`src/rtl/amiga_trigger_tx_ctrl.sv`:
```
// amiga_trigger_tx_ctrl
// ---------------------
// Frame sequencer for the AMIGA trigger serial link. A trigger word taken
// over a valid/ready handshake is sent as one frame:
//   preamble ('1' bits), start bit ('0'), data MSB first, even parity,
// followed by an idle gap. The block drives the data / bit-clock / enable
// inputs of a purely combinational Manchester encoder, so every line
// timing decision lives here.
//
// Ports:
//   clock      system clock, rising edge
//   reset      synchronous, active-high
//   in_data    trigger word (DATA_WIDTH bits)
//   in_valid   in_data valid
//   in_ready   block can accept a word
//   abort      synchronous frame abort (ignored while idle)
//   tx_data    encoder DataIn, changes only at bit boundaries
//   tx_bitclk  encoder clock, 0 for the first half of a bit, 1 for the second
//   tx_enable  encoder enable, high for the line part of the frame
//   busy       frame or gap in progress
//   frame_done one-cycle pulse on the last cycle of the parity bit
module amiga_trigger_tx_ctrl #(
  parameter int DATA_WIDTH    = 16,
  parameter int HALF_PERIOD   = 4,
  parameter int PREAMBLE_BITS = 4,
  parameter int GAP_BITS      = 2
) (
  input  logic                  clock,
  input  logic                  reset,
  input  logic [DATA_WIDTH-1:0] in_data,
  input  logic                  in_valid,
  output logic                  in_ready,
  input  logic                  abort,
  output logic                  tx_data,
  output logic                  tx_bitclk,
  output logic                  tx_enable,
  output logic                  busy,
  output logic                  frame_done
);

  localparam int MAXB0 = (DATA_WIDTH > PREAMBLE_BITS) ? DATA_WIDTH : PREAMBLE_BITS;
  localparam int MAXB1 = (MAXB0 > GAP_BITS) ? MAXB0 : GAP_BITS;
  localparam int MAXB  = (MAXB1 > 1) ? MAXB1 : 1;
  localparam int HW    = $clog2(HALF_PERIOD) + 1;
  localparam int BW    = $clog2(MAXB) + 1;

  localparam logic [HW-1:0] HP_LAST = HW'(HALF_PERIOD - 1);
  // Position of the second-to-last cycle of a bit: frame_done is raised
  // there so that the registered pulse lands on the final parity cycle.
  localparam logic [HW-1:0] HP_PEN    = HW'((HALF_PERIOD > 1) ? HALF_PERIOD - 2 : 0);
  localparam logic          PEN_PHASE = (HALF_PERIOD > 1);

  localparam logic [BW-1:0] PB_LAST = BW'((PREAMBLE_BITS > 0) ? PREAMBLE_BITS - 1 : 0);
  localparam logic [BW-1:0] DW_LAST = BW'(DATA_WIDTH - 1);
  localparam logic [BW-1:0] GB_LAST = BW'((GAP_BITS > 0) ? GAP_BITS - 1 : 0);

  typedef enum logic [2:0] {IDLE, PREAMBLE, START, DATA, PARITY, GAP} state_t;

  state_t                  state_reg;
  logic [HW-1:0]           half_reg;    // cycle within the current half bit
  logic                    phase_reg;   // 0 = first half of bit, 1 = second
  logic [BW-1:0]           bit_reg;     // bit index within multi-bit states
  logic [DATA_WIDTH-1:0]   shift_reg;
  logic                    parity_reg;

  logic half_last;
  logic bit_end;

  assign half_last = (half_reg == HP_LAST);
  assign bit_end   = half_last && phase_reg;

  always_ff @(posedge clock) begin
    if (reset) begin
      state_reg  <= IDLE;
      half_reg   <= '0;
      phase_reg  <= 1'b0;
      bit_reg    <= '0;
      shift_reg  <= '0;
      parity_reg <= 1'b0;
      in_ready   <= 1'b0;
      tx_data    <= 1'b0;
      tx_bitclk  <= 1'b0;
      tx_enable  <= 1'b0;
      busy       <= 1'b0;
      frame_done <= 1'b0;
    end else begin
      frame_done <= 1'b0;
      if (state_reg == IDLE) begin
        in_ready  <= 1'b1;
        busy      <= 1'b0;
        tx_data   <= 1'b0;
        tx_bitclk <= 1'b0;
        tx_enable <= 1'b0;
        // abort blocks a simultaneous accept
        if (in_valid && in_ready && !abort) begin
          shift_reg  <= in_data;
          parity_reg <= ^in_data;
          in_ready   <= 1'b0;
          busy       <= 1'b1;
          tx_enable  <= 1'b1;
          half_reg   <= '0;
          phase_reg  <= 1'b0;
          bit_reg    <= '0;
          if (PREAMBLE_BITS > 0) begin
            state_reg <= PREAMBLE;
            tx_data   <= 1'b1;
          end else begin
            state_reg <= START;
            tx_data   <= 1'b0;
          end
        end
      end else if (abort) begin
        state_reg <= IDLE;
        half_reg  <= '0;
        phase_reg <= 1'b0;
        bit_reg   <= '0;
        in_ready  <= 1'b1;
        busy      <= 1'b0;
        tx_data   <= 1'b0;
        tx_bitclk <= 1'b0;
        tx_enable <= 1'b0;
      end else begin
        // Half-bit timing runs in the gap too, it just stays off the line.
        if (half_last) begin
          half_reg  <= '0;
          phase_reg <= ~phase_reg;
        end else begin
          half_reg <= half_reg + HW'(1);
        end
        tx_bitclk <= (state_reg != GAP) && (half_last ? ~phase_reg : phase_reg);

        if (state_reg == PARITY && phase_reg == PEN_PHASE && half_reg == HP_PEN)
          frame_done <= 1'b1;

        if (bit_end) begin
          case (state_reg)
            PREAMBLE: begin
              if (bit_reg == PB_LAST) begin
                state_reg <= START;
                tx_data   <= 1'b0;
                bit_reg   <= '0;
              end else begin
                bit_reg <= bit_reg + BW'(1);
              end
            end
            START: begin
              state_reg <= DATA;
              tx_data   <= shift_reg[DATA_WIDTH-1];
              shift_reg <= shift_reg << 1;
              bit_reg   <= '0;
            end
            DATA: begin
              if (bit_reg == DW_LAST) begin
                state_reg <= PARITY;
                tx_data   <= parity_reg;
              end else begin
                bit_reg   <= bit_reg + BW'(1);
                tx_data   <= shift_reg[DATA_WIDTH-1];
                shift_reg <= shift_reg << 1;
              end
            end
            PARITY: begin
              tx_data   <= 1'b0;
              tx_enable <= 1'b0;
              bit_reg   <= '0;
              if (GAP_BITS == 0) begin
                state_reg <= IDLE;
                in_ready  <= 1'b1;
                busy      <= 1'b0;
              end else begin
                state_reg <= GAP;
              end
            end
            GAP: begin
              if (bit_reg == GB_LAST) begin
                state_reg <= IDLE;
                in_ready  <= 1'b1;
                busy      <= 1'b0;
              end else begin
                bit_reg <= bit_reg + BW'(1);
              end
            end
            default: state_reg <= IDLE;
          endcase
        end
      end
    end
  end

endmodule

```
`config.mk`:
```
export PLATFORM = sky130hd
export DESIGN_NAME = amiga_trigger_tx_ctrl
export DESIGN_NICKNAME = d
export VERILOG_FILES = /design/src/rtl/amiga_trigger_tx_ctrl.sv
export SDC_FILE = /design/constraint.sdc
export NUM_CORES = 1
export LEC_CHECK = 0
export CORE_MARGIN = 10
export CORE_UTILIZATION = 49
export DETAILED_ROUTE_END_ITERATION = 8
export PLACE_DENSITY_LB_ADDON = 0.12
export SYNTH_ARGS = -nofsm -noshare
export SYNTH_HDL_FRONTEND = slang
export SYNTH_SLANG_ARGS = --single-unit
```
`constraint.sdc`:
```
create_clock -name clock -period 2 [get_ports clock]
set_clock_uncertainty 0.05 [all_clocks]
set_input_delay 0.4 -clock clock [delete_from_list [all_inputs] [get_ports clock]]
set_output_delay 0.4 -clock clock [all_outputs]
set_load 0.01 [all_outputs]
```
* After elaboration in Yosys (flattened, before gate mapping)
Cells that the tools add are included.
Storage, ports and cells: bits in registers 35, input bits 20, output and inout bits 6
Cells by class: add/sub/neg operators 2, equality and inequality tests 19, multiplexer cells 53, bitwise logic cells 1, reduce and logical (&&, ||, !) cells 26
Operators with widths (number):
- $mux W16 | 5
- $mux W5 | 7
- $mux W3 | 11
- $pmux W16 S2 | 1
- $mux W1 | 26
- $ne A4 B4 Y1 const B | 5
- $pmux W5 S4 | 1
- $reduce_xor A16 Y1 | 1
- $pmux W3 S5 | 1
- $reduce_and A5 Y1 | 3
- $reduce_bool A3 Y1 | 5
- $eq A3 B2 Y1 const B | 4
- $reduce_bool A6 Y1 | 2
- $eq A3 B3 Y1 const B | 2
- $logic_and A1 B1 Y1 | 6
- $ne A3 B3 Y1 const B | 2
- $reduce_and A3 Y1 | 2
- $add A5 B1 Y5 const B | 1
- $eq A5 B1 Y1 const B | 1
- $eq A5 B2 Y1 const B | 1
- $eq A5 B4 Y1 const B | 1
- $ne A2 B1 Y1 const B | 2
- $pmux W1 S4 | 1
- $reduce_and A2 Y1 | 2
- 8 further kinds | 8

* Depth between registers and ports, before layout
Gate-level depths: netlist (run 1).
depth in word-level cells 6, gate-level depth with buffers 8

* Least setup slack after synthesis (run 1)
No wires, ideal clock.
kind reg-to-reg, start register bit_reg[0], end register shift_reg[10], setup time 137 ps, data arrival time 2004 ps, required time 1813 ps, slack -192 ps, stages on the path, launching flop included 8, buffers on the path 1, cell sequence dfxtp_1 ha_1 and3_1 ha_1 or2b_1 a2111oi_4 clkbuf_1 a211oi_1
On the way: word-level cells in the longest chain between the ends 3
Ends and longest elaborated chain:
- from (decl) | line 62 | logic [BW-1:0] bit_reg;
- from (signal assigned) | line 143 | bit_reg <= bit_reg + BW'(1);
- from (signal assigned) | line 157 | bit_reg <= bit_reg + BW'(1);
- from (signal assigned) | line 180 | bit_reg <= bit_reg + BW'(1);
- $eq A5 B4 Y1 | line 153 | if (bit_reg == DW_LAST) begin
- $ne A3 B3 Y1 (no line)
- $reduce_and A5 Y1 (no line)
- to (signal assigned) | line 96 | shift_reg <= in_data;
- to (signal assigned) | line 149 | shift_reg <= shift_reg << 1;
- to (signal assigned) | line 159 | shift_reg <= shift_reg << 1;
- to (decl) | line 63 | logic [DATA_WIDTH-1:0] shift_reg;
Every way passes these cells. A chain may end at the register's enable or synchronous reset.

* Final worst setup path (run 1)
start register bit_reg[1], end register shift_reg[0]
Same word-level chain as after synthesis.

==> results.py, run 1 <==
metrics = {
    "run_status": {
        "outcome": "finished with violations",
        "violations": "negative setup slack",
    },
    "grt": {
        "grt_max_degree": 30,
        "antenna_found_initial": 0,
        "grt_usage_pct": 14.0,
        "grt_pass1_vias": 1868,
        "grt_pass1_wl_um": 8410,
        "overflow": 0,
    },
    "die": {
        "initial_core_util_pct": 50.1,
        "die_area_um2": 7010,
        "coreArea_um2": 3970,
        "num_io_pins": 26,
        "row_count": 23,
        "die_w_um": 83.7,
        "die-height_um": 83.7,
    },
    "logic_synthesis": {
        "synth_top_family_by_area": "compound AO/OA/AOI/OAI gates",
        "synth_fa_ha_area_share_pct": 3.77,
        "synth_compound_area_share_pct": 20.4,
        "synth_top_area_cell": "dfxtp_1",
        "muxShareOfSynthArea_pct": 9.12,
        "syn_avg_cell_area_um2": 9.08,
        "yosysUniqueCellTypes": 55,
        "yosys.area_share.simple_pct": 17.5,
        "async_flop_share_pct": 0,
        "yosysTopAreaCellShare_pct": 35.2,
        "synth_seq_cells": 35,
        "synth_area_leaders": "dfxtp_1 (35%), mux2i_1 (8.6%), xnor2_1 (6.2%), a211oi_1 (6.0%), nor2_1 (5.1%)",
        "yosysWarnings": 0,
        "synth_edf_count": 0,
        "synth-xor-area-share_pct": 7.04,
        "synth_ff_type": "dfxtp_1",
        "synthCells": 219,
        "ys_seq_area_share_pct": 35.2,
        "syn_area_um2": 1990,
        "syn-num-nets": 245,
    },
    "worst_hold_path": {
        "holdPathEnd": "in_ready",
        "worstHoldPathType": "flip-flop to flip-flop",
        "whs_path_depth": 2,
        "min-delay-start": "in_ready",
    },
    "cts": {
        "cts_tree": "done",
        "postCtsHoldBufs": 0,
        "root_buffer": "clkbuf_8",
        "clk_pin_slew_ns": 0.07,
        "cts_buffers": 5,
        "h-tree-depth": 2,
        "cts_num_sinks": 35,
        "worstSkewPairLatency_ns": 0.29,
        "clockBufferDepth": 2,
    },
    "critical_path": {
        "slowest_delay_ns": 0.35,
        "critPathRequiredTime_ns": 2.12,
        "path_cells": "ha_4 > and3_4 > ha_4 > or2b_1 > a2111oi_4 > buf_12 > mux2i_1 > nor2_1",
        "reg2reg_slack_ns": -0.1,
        "worstPathArrival_ns": 2.22,
        "rr_endpoint": "shift_reg[0]",
        "rr_worst_depth": 8,
        "crit_fanout": 29,
        "path_class": "flip-flop to flip-flop",
        "startpoint_type": "flip-flop",
        "worstReg2RegStart": "bit_reg[1]",
        "cp-end-kind": "flip-flop",
        "cp_slowest_cell": "a2111oi_4",
        "cpMostUsedCell": "ha_4",
    },
    "routing": {
        "avgViaCountPerCell": 5.52,
        "drtPass1Iterations": 4,
        "drt_iter0_drc": 107,
        "num_vias": 1795,
        "drc": 0,
        "antenna_left": 0,
        "totalWireLength_um": 4920,
        "wl_per_cell_um": 15.1,
    },
    "power": {
        "p_switching_mw": 0.452,
        "clock_power_share_pct": 37.1,
        "share_comb_of_total_power_pct": 20.0,
        "power.leakage_nw": 1.08,
        "switching_share_pct": 25.3,
        "power.total_mw": 1.79,
        "intPower_mw": 1.33,
        "power.density_nw_per_um2": 654,
        "vdd_ir_drop_max_uv": 555,
        "seqPwrFrac_pct": 42.9,
    },
    "sta": {
        "fin_crit_ns": 2.10,
        "drv_slew": 0,
        "setup_viol": 17,
        "finalHoldWorstSlack_ns": 0.434,
        "max_freq_mhz": 477,
        "rsz0062_at_grt": "true",
        "worst_pin_slew_ns": 0.452,
        "fin_crit_sh_pct": 105,
        "hold_viol_final": 0,
        "fin_ws_ns": -0.0965,
        "fin_tns_setup_ns": -0.829,
        "maxSlewHeadroom_pct": 69.8,
    },
    "cells_and_area": {
        "largest_reg_flops": 16,
        "final_core_util_pct": 68.7,
        "syn2layout_area_growth_pct": 37.2,
        "fill_cells": 309,
        "num_antenna_cells": 0,
        "final_area_um2": 2730,
        "drive_gt1_share_pct": 26.2,
        "nNetsFinal": 300,
    },
    "place": {
        "placed_cell_area_um2": 2540,
        "port_buffers": 25,
        "hpwlAfterDp_um": 3770,
        "globalplace.congestion": 0.855,
    },
    "job": {
        "maxCapViolations": 0,
    },
}
## cell usage after synthesis (2+ instances only)
library cell	count
dfxtp_1	35
nor2_1	27
mux2i_1	17
a211oi_1	16
a21oi_1	15
xnor2_1	14
inv_1	10
nand2_1	8
clkbuf_1	6
ha_1	6
nor3_1	6
o21ai_0	3
or3_1	3
a311oi_1	2
and2_1	2
and3_1	2
buf_2	2
buf_4	2
buf_6	2
nand3_1	2
nor2b_1	2
nor4b_2	2
o211ai_1	2
xor2_1	2
## worst max path at each step
stage,slack (ns),from,endpoint
after detailed placement,-0.30,abort,shift_reg[0]
final,-0.1,bit_reg[1],shift_reg[0]
after CTS,-0.10,bit_reg[1],shift_reg[0]
after floorplan,0.002,bit_reg[0],shift_reg[15]
after global placement,-0.24,abort,shift_reg[0]
after global routing,-0.18,bit_reg[1],shift_reg[0]
## what timing repair did
item | 4_1_cts | 5_1_grt
pin swaps | 6 | 6
endpoints found under the setup margin | 19 | 21
setup buffers | 0 | 1
gates resized for setup | 6 | 5
## cell usage in the layout (no fill, tap or decap), types with 4 or more instances in the layout
cell type / count
a211oi_1: 16
a21oi_1: 12
buf_4: 36
clkbuf_8: 6
clkdlybuf4s50_1: 25
dfxtp_1: 31
dfxtp_2: 4
inv_1: 9
mux2i_1: 17
nand2_1: 7
nor2_1: 27
nor3_1: 5
xnor2_1: 14
## layer usage
metal,part of all wire [%],GRT usage (%),up-vias
met1,42,15.6,852
met4,1.3,4.57,0
met2,52,24.5,38
met3,4.5,4.20,6
met5,0,0,-
li1,-,-,899
## power by group through the flow
stage	combinational (mW)	sequential [mW]	clock, mW
finish	0.358	0.765	0.663
global route	0.392	0.769	0.715
CTS	0.360	0.765	0.680
detailed placement	0.355	0.781	0
global placement	0.342	0.777	0
floorplan	0.227	0.774	0
## cells by family (layout without fill, tap and decap cells)
group           count (synthesis)  after routing
compound gates                 53             53
mux                            18             18
flops                          35             35
xor+xnor                       16             16
simple gates                   66             66
fa+ha+maj                       6              6
buf+inv                        25             81
## through the flow
| stage | instances | setup slack [ns] |
|---|---|---|
| 2_1_floorplan | 219 | 0.00202 |
| 3_3_place_gp | 316 | -0.240 |
| 3_5_place_dp | 316 | -0.300 |
| 4_1_cts | 324 | -0.100 |
| 5_1_grt | 325 | -0.178 |
| 6_report | 325 | -0.0965 |
## worst max-delay path: cells and delay by family, from the launching register on
kind	cells	cell delay, ns
buf+inv	1	0.22
flops	1	0.34
fa+ha+maj	2	0.31
mux	1	0.20
simple gates	3	0.50
compound gates	1	0.35
## area by class of cell
cell class	instances	area [um2]	share of cell area (%)
Clock buffer	6	82.6	3.03
Clock inverter	2	35.0	1.28
Inverter	11	43.8	1.60
Multi-Input combinational cell	159	1260	46.1
Sequential cell	35	706	25.9
Tap cell	50	62.6	2.29
Timing Repair Buffer	62	541	19.8
(Power assumes the default switching activity.)
==> run 2: changes to the inputs <==
--- a/config.mk
+++ b/config.mk
@@ -6,7 +6,7 @@
 export NUM_CORES = 1
 export LEC_CHECK = 0
 export CORE_MARGIN = 10
-export CORE_UTILIZATION = 49
+export CORE_UTILIZATION = 55
 export DETAILED_ROUTE_END_ITERATION = 8
 export PLACE_DENSITY_LB_ADDON = 0.12
 export SYNTH_ARGS = -nofsm -noshare
==> constraint.sdc (replaced) <==
create_clock -name clock -period 2.66 [get_ports clock]
set_clock_uncertainty 0.05 [all_clocks]
set_input_delay 0.532 -clock clock [delete_from_list [all_inputs] [get_ports clock]]
set_output_delay 0.532 -clock clock [all_outputs]
set_load 0.01 [all_outputs]
==> run 2 against run 1 <==
  * The flow now finishes without violations
  * First-iteration DRC count is 38% higher
  * Sequential power is 25% lower
  * Critical endpoint is now bit_reg[2]
  * Combinational power is 32% lower
  * Non-clock buffer count is 30 lower
  * Largest power group unchanged
  * Critical path depth stayed put
  * Clock-buffer cell count stayed put
  * Critical path type unchanged
  * Register-to-register slack better by 0.35 ns
  * Clock power is 39% lower
  * Global-route usage is 0.21 points higher
  * Sequential share of layout area is 3.8 points higher
==> results.py, run 2 (same netlist as run 1, synthesis figures left out) <==
metrics = {
    "power": {
        "power.density_nw_per_um2": 520,
        "vdd_ir_drop_max_uv": 526,
        "power.leakage_nw": 0.912,
    },
    "place": {
        "globalplace.congestion": 0.863,
        "dpl_worst_slack_ns": 0.203,
        "hpwlAfterDp_um": 3320,
        "dp_cells": 283,
        "port_buffers": 25,
    },
    "sta": {
        "hold_viol_final": 0,
        "drv_slew": 0,
        "worst_pin_slew_ns": 0.673,
        "rsz0062_at_grt": "false",
        "fin_crit_ns": 2.40,
        "fin_ws_ns": 0.256,
        "fin_tns_setup_ns": 0,
        "fin_crit_sh_pct": 90.4,
        "maxSlewHeadroom_pct": 55.0,
        "setup_viol": 0,
        "max_freq_mhz": 416,
    },
    "critical_path": {
        "worstReg2RegStart": "half_reg[0]",
        "slowest_delay_ns": 0.51,
        "cp_top_family": "simple AND/OR/NAND/NOR gates",
        "path_cells": "ha_1 > nor2b_1 > ha_1 > inv_1 > a41oi_1 > o221ai_2 > or4_1 > a21oi_1",
        "crit_buf_inv": 1,
        "reg2reg_slack_ns": 0.26,
        "cp-startpoint": "half_reg[0]",
        "path_class": "flip-flop to flip-flop",
        "crit_fanout": 10,
        "cp-end-kind": "flip-flop",
        "cpMostUsedCell": "ha_1",
        "startpoint_type": "flip-flop",
        "worstPathArrival_ns": 2.64,
        "critPathRequiredTime_ns": 2.89,
        "cp_slowest_cell": "or4_1",
    },
    "cells_and_area": {
        "final_common_cell": "dfxtp_1",
        "final_cells": 291,
        "mostFrequentLayoutCells": "dfxtp_1 (35), nor2_1 (27), clkdlybuf4s50_1 (25), mux2i_1 (17), a211oi_1 (16)",
        "num_antenna_cells": 0,
        "fill_cells": 282,
        "drive_gt1_share_pct": 10.6,
        "nNetsFinal": 270,
        "largest_reg_flops": 16,
        "syn2layout_area_growth_pct": 18.6,
    },
    "cts": {
        "cts_resized": 0,
        "cts_setup_buffers": 0,
        "clk_pin_slew_ns": 0.11,
        "worstSkewPairLatency_ns": 0.34,
        "postCtsHoldBufs": 0,
        "clockBufferDepth": 2,
        "cts_buffers": 5,
        "cts_num_sinks": 35,
        "h-tree-depth": 2,
        "root_buffer": "clkbuf_4",
        "cts_tree": "done",
    },
    "routing": {
        "avgViaCountPerCell": 5.90,
        "drtPass1Iterations": 4,
        "wl_per_cell_um": 15.1,
        "antenna_left": 0,
        "drt_iter0_drc": 148,
        "drc": 0,
        "totalWireLength_um": 4400,
        "num_vias": 1718,
    },
    "die": {
        "initial_core_util_pct": 58.2,
        "num_io_pins": 26,
        "coreArea_um2": 3420,
        "die-height_um": 80.1,
        "row_count": 21,
        "die_area_um2": 6420,
        "die_w_um": 80.1,
    },
    "grt": {
        "grt_pass1_vias": 1660,
        "grt_pass1_wl_um": 7500,
        "grt_max_degree": 32,
        "grt_usage_pct": 14.2,
        "antenna_found_initial": 0,
        "overflow": 0,
    },
    "run_status": {
        "outcome": "finished, final reports clean",
    },
    "worst_hold_path": {
        "min-delay-start": "tx_data",
        "worstHoldPathType": "flip-flop to flip-flop",
    },
    "job": {
        "maxCapViolations": 0,
    },
}
run 2: cell count changes in the layout (fill, tap and decap cells not counted), moves of 2 or more:
cell / change
ha_4: -3
a21oi_1: +3
clkbuf_4: +5
ha_1: +3
buf_4: -30
dfxtp_1: +4
dfxtp_2: -4
a21oi_2: -2
clkbuf_8: -5
run 2: routing by layer:
metal,up-vias,global-route usage [%],wire [um]
met4,0,4.75,74
met1,813,16.0,1880
met5,-,0,0
li1,847,-,-
met2,49,25.2,2240
met3,9,3.56,202
run 2: through the flow:
stage,utilization (%),total power [mW],instance area [um2],hold slack [ns]
6_report,69.1,1.23,2360,0.438
3_5_place_dp,66.6,0.833,2270,0.428
5_1_grt,69.1,1.29,2360,0.474
2_1_floorplan,-,0.753,1990,0.410
3_3_place_gp,66.6,0.820,2270,0.411
4_1_cts,69.1,1.24,2360,0.445
run 2: layout make-up:
class	instances	area [um2]	area share (%)
clock inverters	2	35.0	1.48
flip-flops and latches	35	701	29.7
multi-input cells	159	1160	49.0
repair buffers	32	315	13.4
well taps	46	57.6	2.44
inverters	11	43.8	1.86
clock buffers	6	51.3	2.17
run 2: worst paths after layout:
kind	to	depth (start not counted)
setup / recovery	bit_reg[2]	8
hold reg to reg	tx_data	2
setup reg to reg	bit_reg[2]	8
hold / removal	tx_data	2
run 2: power breakdown:
group	total, mW	switching, mW	internal (mW)	leakage, nW
registers	0.576	0.0202	0.556	0.285
logic	0.243	0.119	0.125	0.579
clock network	0.407	0.185	0.222	0.0482
total	1.23	0.324	0.903	0.912
run 2: worst register-to-register path: stages, from the launching register on:
cell	delay, ns
dfxtp_1	0.38
ha_1	0.17
nor2b_1	0.18
ha_1	0.33
inv_1	0.14
a41oi_1	0.22
o221ai_2	0.23
or4_1	0.51
a21oi_1	0.14
